==> config.mk <==
export PLATFORM = sky130hd
export DESIGN_NAME = sync_event_detect
export DESIGN_NICKNAME = d
export VERILOG_FILES = /design/src/rtl/sync_event_pkg.sv /design/src/rtl/sync_event_ch.sv /design/src/rtl/sync_event_detect.sv
export SDC_FILE = /design/constraint.sdc
export NUM_CORES = 1
export LEC_CHECK = 0
export CAP_MARGIN = 20
export CORE_MARGIN = 4
export CORE_UTILIZATION = 49
export CTS_CLUSTER_DIAMETER = 60
export DETAILED_ROUTE_END_ITERATION = 10
export PLACE_DENSITY = 0.77
export SYNTH_ARGS = -nofsm -noshare
export SYNTH_HDL_FRONTEND = slang
export SYNTH_HIERARCHICAL = 1
export SYNTH_SLANG_ARGS = --single-unit
==> constraint.sdc <==
create_clock -name clk -period 1.76 [get_ports clk]
set_clock_uncertainty 0.15 [all_clocks]
set_input_delay 0.352 -clock clk [delete_from_list [all_inputs] [get_ports clk]]
set_output_delay 0.352 -clock clk [all_outputs]
set_load 0.02 [all_outputs]
==> src/rtl/sync_event_pkg.sv <==
// Shared types and limits for the synchronizing edge/event detector.
package sync_event_pkg;

    typedef enum logic [1:0] {
        EDGE_RISE = 2'd0,
        EDGE_FALL = 2'd1,
        EDGE_BOTH = 2'd2
    } edge_mode_t;

    localparam int SYNC_STAGES_MIN = 2;
    localparam int SYNC_STAGES_MAX = 4;
    localparam int N_CH_MIN        = 1;
    localparam int N_CH_MAX        = 32;

    // Per-channel status bundle handed from a channel to the top.
    typedef struct packed {
        logic pulse;
        logic sticky;
        logic sticky_nxt;
        logic overrun;
    } ch_stat_t;

    // 0 and 1 both mean "accept the first differing sample".
    function automatic int deb_eff(input int d);
        return (d < 1) ? 1 : d;
    endfunction

    function automatic int cnt_w(input int d);
        return (d <= 1) ? 1 : $clog2(d + 1);
    endfunction

endpackage

==> src/rtl/sync_event_ch.sv <==
// One channel: synchronizer, debounce filter, edge detect, sticky/overrun flags.
module sync_event_ch
    import sync_event_pkg::*;
#(
    parameter int         SYNC_STAGES     = 2,
    parameter bit         POLARITY        = 1'b0,
    parameter edge_mode_t EDGE_MODE       = EDGE_RISE,
    parameter int         DEBOUNCE_CYCLES = 0,
    parameter bit         OUT_REG         = 1'b1
) (
    input  logic     clk,
    input  logic     rstn,
    input  logic     async_in,
    input  logic     clr,
    output ch_stat_t stat
);

    localparam int            DEB      = deb_eff(DEBOUNCE_CYCLES);
    localparam int            CW       = cnt_w(DEBOUNCE_CYCLES);
    localparam logic [CW-1:0] CNT_LAST = CW'(DEB - 1);
    localparam logic [CW-1:0] CNT_ONE  = CW'(1);

    (* async_reg = "true" *) logic meta_q;
    logic [SYNC_STAGES-1:1] tail_q;
    logic                   lvl;
    logic                   stable_q, stable_dly_q;
    logic [CW-1:0]          cnt_q;
    logic                   rise, fall, evt;
    logic                   sticky_q, overrun_q, sticky_d, overrun_d;
    logic                   pulse;

    // Chain resets to the inactive input level so release never fakes an edge.
    always_ff @(posedge clk) begin
        if (!rstn) begin
            meta_q <= POLARITY;
            tail_q <= {(SYNC_STAGES-1){POLARITY}};
        end else begin
            meta_q    <= async_in;
            tail_q[1] <= meta_q;
            for (int i = 2; i < SYNC_STAGES; i++) tail_q[i] <= tail_q[i-1];
        end
    end

    assign lvl = tail_q[SYNC_STAGES-1] ^ POLARITY;

    always_ff @(posedge clk) begin
        if (!rstn) begin
            stable_q     <= 1'b0;
            stable_dly_q <= 1'b0;
            cnt_q        <= '0;
        end else begin
            stable_dly_q <= stable_q;
            if (lvl == stable_q) begin
                cnt_q <= '0;
            end else if (cnt_q == CNT_LAST) begin
                stable_q <= lvl;
                cnt_q    <= '0;
            end else begin
                cnt_q <= cnt_q + CNT_ONE;
            end
        end
    end

    always_comb begin
        rise = stable_q & ~stable_dly_q;
        fall = ~stable_q & stable_dly_q;
        evt  = rise;
        case (EDGE_MODE)
            EDGE_FALL: evt = fall;
            EDGE_BOTH: evt = rise | fall;
            default:   evt = rise;
        endcase
    end

    // Set beats clear on both flags.
    assign sticky_d  = evt | (sticky_q & ~clr);
    assign overrun_d = (evt & sticky_q) | (overrun_q & ~clr);

    always_ff @(posedge clk) begin
        if (!rstn) begin
            sticky_q  <= 1'b0;
            overrun_q <= 1'b0;
        end else begin
            sticky_q  <= sticky_d;
            overrun_q <= overrun_d;
        end
    end

    if (OUT_REG) begin : g_oreg
        logic pulse_q;
        always_ff @(posedge clk) begin
            if (!rstn) pulse_q <= POLARITY;
            else       pulse_q <= evt ^ POLARITY;
        end
        assign pulse = pulse_q;
    end else begin : g_ocomb
        assign pulse = evt ^ POLARITY;
    end

    assign stat = '{pulse: pulse, sticky: sticky_q, sticky_nxt: sticky_d, overrun: overrun_q};

endmodule

==> src/rtl/sync_event_detect.sv <==
// Multi-channel async level synchronizer with debounce and one-shot event output.
module sync_event_detect
    import sync_event_pkg::*;
#(
    parameter int         N_CH            = 4,
    parameter int         SYNC_STAGES     = 2,
    parameter int         POLARITY        = 0,
    parameter edge_mode_t EDGE_MODE       = EDGE_RISE,
    parameter int         DEBOUNCE_CYCLES = 0,
    parameter int         OUT_REG         = 1
) (
    input  logic            clk,
    input  logic            rstn,
    input  logic [N_CH-1:0] async_in,
    input  logic [N_CH-1:0] clr,
    output logic [N_CH-1:0] out_pulse,
    output logic [N_CH-1:0] sticky,
    output logic [N_CH-1:0] overrun,
    output logic            any_event
);

    if (N_CH < N_CH_MIN || N_CH > N_CH_MAX) begin : g_bad_nch
        $error("sync_event_detect: N_CH %0d outside 1..32", N_CH);
    end
    if (SYNC_STAGES < SYNC_STAGES_MIN || SYNC_STAGES > SYNC_STAGES_MAX) begin : g_bad_sync
        $error("sync_event_detect: SYNC_STAGES %0d outside 2..4", SYNC_STAGES);
    end
    if (POLARITY != 0 && POLARITY != 1) begin : g_bad_pol
        $error("sync_event_detect: POLARITY must be 0 or 1");
    end
    if (OUT_REG != 0 && OUT_REG != 1) begin : g_bad_oreg
        $error("sync_event_detect: OUT_REG must be 0 or 1");
    end
    if (DEBOUNCE_CYCLES < 0) begin : g_bad_deb
        $error("sync_event_detect: DEBOUNCE_CYCLES must be >= 0");
    end
    if (EDGE_MODE != EDGE_RISE && EDGE_MODE != EDGE_FALL && EDGE_MODE != EDGE_BOTH) begin : g_bad_mode
        $error("sync_event_detect: illegal EDGE_MODE");
    end

    ch_stat_t [N_CH-1:0] stat;
    logic     [N_CH-1:0] sticky_nxt;

    for (genvar g = 0; g < N_CH; g++) begin : g_ch
        sync_event_ch #(
            .SYNC_STAGES     (SYNC_STAGES),
            .POLARITY        (POLARITY[0]),
            .EDGE_MODE       (EDGE_MODE),
            .DEBOUNCE_CYCLES (DEBOUNCE_CYCLES),
            .OUT_REG         (OUT_REG[0])
        ) u_ch (
            .clk      (clk),
            .rstn     (rstn),
            .async_in (async_in[g]),
            .clr      (clr[g]),
            .stat     (stat[g])
        );
        assign out_pulse[g]  = stat[g].pulse;
        assign sticky[g]     = stat[g].sticky;
        assign overrun[g]    = stat[g].overrun;
        assign sticky_nxt[g] = stat[g].sticky_nxt;
    end

    // Built from next-state sticky so it rises and falls with the sticky bits.
    always_ff @(posedge clk) begin
        if (!rstn) any_event <= 1'b0;
        else       any_event <= |sticky_nxt;
    end

endmodule

# [Word-level counts from Yosys, hierarchy flattened]
# Index checks and enable logic that the tools add are counted.
[totals] reg_bits=33 input_bits=10 out_inout_bits=13 word_cells=91
[classes] addsub=4 n_eq_ne=4 n_bitwise=41 reduce_logical=9
[op_table] op="$not 1->1" n=17
[op_table] op="$and 1x1->1" n=16
[op_table] op="$reduce_or 3->1" n=4
[op_table] op="$or 1x1->1" n=8
[op_table] op="$reduce_and 2->1" n=4
[op_table] op="$add 1x1->1 const B" n=4
[op_table] op="$eq 1x1->1" n=4
[op_table] op="$reduce_or 4->1" n=1

# [Depth between registers and ports, before layout]
[logic_depth] ltp_word=4 depth_mapped=4 ltp_nobuf=3

# [Cells and area by module]
# The synthesis kept the hierarchy.
[modules_own_cells] module="sync_event_ch" n_inst=4 cells_each=27 area_per_inst_um2=287.8 seq_area_each_um2=160.2
[modules_own_cells] module="sync_event_detect" n_inst=1 cells_each=2 area_per_inst_um2=31.3 seq_area_each_um2=20.0

# [Worst setup path before layout]
# OpenSTA, ideal clock, no wires.
[synth_timing] kind="input-to-reg" from="input clr[1]" to="register any_event" setup_time_ns=0.125 arrival_ns=1.024 t_required_ns=1.485 slack_ns=0.460 path_stages=4 n_path_buf=1 path_cell_list="nand2b_1 > nand2_1 > buf_4 > o41a_1"
[synth_between] elab_chain_len=4
[synth_lines] element="from (decl)" line="sync_event_detect.sv:15" rtl="input logic [N_CH-1:0] clr,"
[synth_lines] element="$not 1->1" line="sync_event_ch.sv:76" rtl="assign sticky_d = evt | (sticky_q & ~clr);"
[synth_lines] element="$and 1x1->1" line="sync_event_ch.sv:76"
[synth_lines] element="$or 1x1->1" line="sync_event_ch.sv:76"
[synth_lines] element="via g_ch[1].u_ch.sticky_d" line="sync_event_ch.sv:29" rtl="logic sticky_q, overrun_q, sticky_d, overrun_d;"
[synth_lines] element="$reduce_or 4->1" line="sync_event_detect.sv:67" rtl="else any_event <= |sticky_nxt;"
[synth_lines] element="to (signal assigned)" line="sync_event_detect.sv:67"
[synth_lines] element="to (decl)" line="sync_event_detect.sv:19" rtl="output logic any_event"
# The timed path passes the listed nets, and every way through them passes these cells.
# A chain may end at the register's enable or synchronous reset.

# [Worst setup path after layout]
[layout_timing] from="register g_ch[3].u_ch.g_oreg.pulse_q" to="output out_pulse[3]"
[layout_lines] element="from (decl)" line="sync_event_ch.sv:90" rtl="logic pulse_q;"
[layout_lines] element="from (signal assigned)" line="sync_event_ch.sv:93" rtl="else pulse_q <= evt ^ POLARITY;"
[layout_lines] element="to (decl)" line="sync_event_detect.sv:16" rtl="output logic [N_CH-1:0] out_pulse,"
# No word-level cell between the ends.

==> implementation parameters <==
Parameter                              Value

Clocking
  Post-CTS Hold Buffers    0
  Bufs on Longest Clock Path    2
  TritonCTS clock tree    yes
  H-tree lvl count    2
  Setup Fix Bufs, Post-CTS    0
  Worst-Skew Late Latency    320 ps
  Total number of clock tree sinks    33
  Master cell of the clock root buffer    sky130_fd_sc_hd__clkbuf_4
  Total clock buffers created by CTS    5
  Clock transition at the register clock pins on the worst setup and hold paths after CTS    100 ps

Critical path
  Slowest-stage cell, CP    sky130_fd_sc_hd__clkdlybuf4s50_1
  Sort of element at the end of the critical path    primary output
  Cells traversed along the worst timing path    clkdlybuf4s50_1
  Worst Path Class, Setup    reg2out
  Crit path DAT    1220 ps
  Maximum single-stage delay on the critical path    590 ps
  Required @ worst endpoint    1260 ps
  Number of buffer and inverter instances along the worst setup path    1
  Peak fanout along the critical path    1
  Dominant delay contributor by cell family on the critical path    buffers and inverters
  Crit path launch type    flip-flop

Pwr
  Post-layout total power    1250 uW
  Maximum ir drop on the vdd rail    778 uV
  Power per standard cell area    901 nW/um^2
  Leakage power of the design    0.000650 uW

Layout
  Synthesis-to-finish area growth    17.1%
  Layout cells sized above 1    0.200
  Number of fill cells in the layout    208
  Sequential Area    661 sq um
  Diode count    0
  Commonest non-fill, non-tap cells in the layout    33 x sky130_fd_sc_hd__dfxtp_1, 10 x sky130_fd_sc_hd__clkdlybuf4s50_1, 10 x sky130_fd_sc_hd__dlygate4sd2_1
  Final Net Count    134
  Area used by multi-input combinational logic    387 sq um
  Post-route insts no fill    153
  Most common cell after layout, fill and taps aside    sky130_fd_sc_hd__dfxtp_1

Floorplan
  IO Count    23
  Overall die width    57.1 microns
  Initial core utilization    0.524
  Core Region    2250 sq um
  Number of placement rows    17
  Chip height    57.1 microns
  Die outline area    3260 sq um

Hold path
  Worst min-delay path class    reg2reg

Route
  Number of optimization iterations in the first detailed-route pass    3
  Drc violations    0
  ANT nets after route    0
  Via count    677
  Initial drt markers    3
  Number of vias per cell after detailed routing    4.42
  Total wirelength of the detailed-routed design    1570 microns
  Average wire per cell in the routed design    10.2 microns

Place
  Placed cell count    145
  Count of input and output buffers    22
  Final weighted congestion in routability-driven placement    0.681
  DPL Wire Length    1150 microns
  Setup WS pre-CTS    55.6 ps

Job
  Max-cap viol count    0

Timing
  Count of pins over their slew limit    0
  Setup TNS after final layout    0 ps
  Period utilization    0.977
  Number of failing setup endpoints in the final timing report    0
  Max Clock Freq    581 MHz
  Period minus WS final    1720 ps
  Unrepaired setup endpoints after global routing    false
  Worst setup slack after layout    40.3 ps
  Final hold vios    0

Logic synthesis
  Register area share after synthesis    0.559
  Post-synthesis cell type count    15
  Net count after synthesis    120
  Flops & latches, synth    33
  Netlist area before placement    1180 sq um
  Post-Synthesis Cells    110
  Synth warn    6
  Average size of a mapped cell    10.7 sq um

Global routing
  Highest-utilization routing layer at the global route stage    met2
  Wire length of the first global-routing pass    2870 microns
  Vias in the first global route    690
  GR Util met3    0.0566
  Met2 routing resource usage after global routing    0.188
  Total routing resource utilization after global routing    0.119
  Initial antenna violation count    0
  Aggregate global routing overflow    0
  Met1 global-route usage    0.123
  Largest net degree at the start of global routing    26

Status
  Outcome    completed
## state kept, by name (all words and copies together), names as in the netlist
signal	flops
g_ch.u_ch/lvl	4
g_ch.u_ch/stable_q	4
g_ch.u_ch/meta_q	4
g_ch.u_ch/sticky_q	4
g_ch.u_ch/cnt_q	4
g_ch.u_ch/stable_dly_q	4
any_event	1
g_ch.u_ch/overrun_q	4
g_ch.u_ch/g_oreg.pulse_q	4
## worst paths after layout
path	start	to	slack, ps	depth (start not counted)
worst max register to register	g_ch[1].u_ch/stable_q$_SDFFE_PN0P_	any_event$_SDFF_PN0_	580	3
worst min-delay path	g_ch[0].u_ch/meta_q$_SDFF_PN0_	g_ch[0].u_ch/lvl$_SDFF_PN0_	290	1
worst min register to register	g_ch[0].u_ch/meta_q$_SDFF_PN0_	g_ch[0].u_ch/lvl$_SDFF_PN0_	290	1
worst max-delay path	g_ch[3].u_ch/g_oreg.pulse_q$_SDFF_PN0_	out_pulse[3]	40	1
## cell families after synthesis
family	Yosys count	synth area share
simple gates	40	0.212
flops	33	0.559
buf+inv	20	0.114
compound gates	9	0.0688
mux	4	0.0339
other cells	4	0.0127
## Yosys cell counts (all sizes together)
library cell	instances	area, sq um
a21oi	4	35.0
and2	12	80.1
buf	16	120
conb	4	15.0
dfxtp	33	661
inv	4	15.0
mux2i	4	40.0
nand2	8	30.0
nand2b	8	80.1
nand3b	4	30.0
nor2	8	30.0
o21ai	4	35.0
o41a	1	11.3
## metrics by stage
| stage | utilization | area [sq um] | hold slack (ps) |
|---|---|---|---|
| detailed placement | 0.593 | 1340 | 274 |
| global route | 0.614 | 1390 | 319 |
| floorplan | - | 1180 | 262 |
| CTS | 0.612 | 1380 | 301 |
| finish | 0.614 | 1390 | 292 |
| global placement | 0.593 | 1340 | 267 |
## area by class of cell
cell class | count | area share
clock inverters | 3 | 0.0126
well taps | 28 | 0.0253
multi-input cells | 57 | 0.279
inverters | 4 | 0.0108
clock buffers | 5 | 0.0271
repair buffers | 23 | 0.168
flip-flops and latches | 33 | 0.477
## where the power goes
part,internal (uW),total [uW],switching (uW)
logic,45.0,78.3,33.3
registers,768,777,9.03
clock network,150,392,242
total,964,1250,284
## what timing repair did
item                                   4_1_cts  5_1_grt
endpoints found under the hold margin        0        0
setup endpoints to repair                   10        2
gates resized for setup                     10        2
## layer usage
metal	share of wire	routed length, microns
met2	0.48	750
met4	0.034	53
met1	0.40	633
met3	0.082	128
met5	0	0
(Power assumes the default switching activity.)
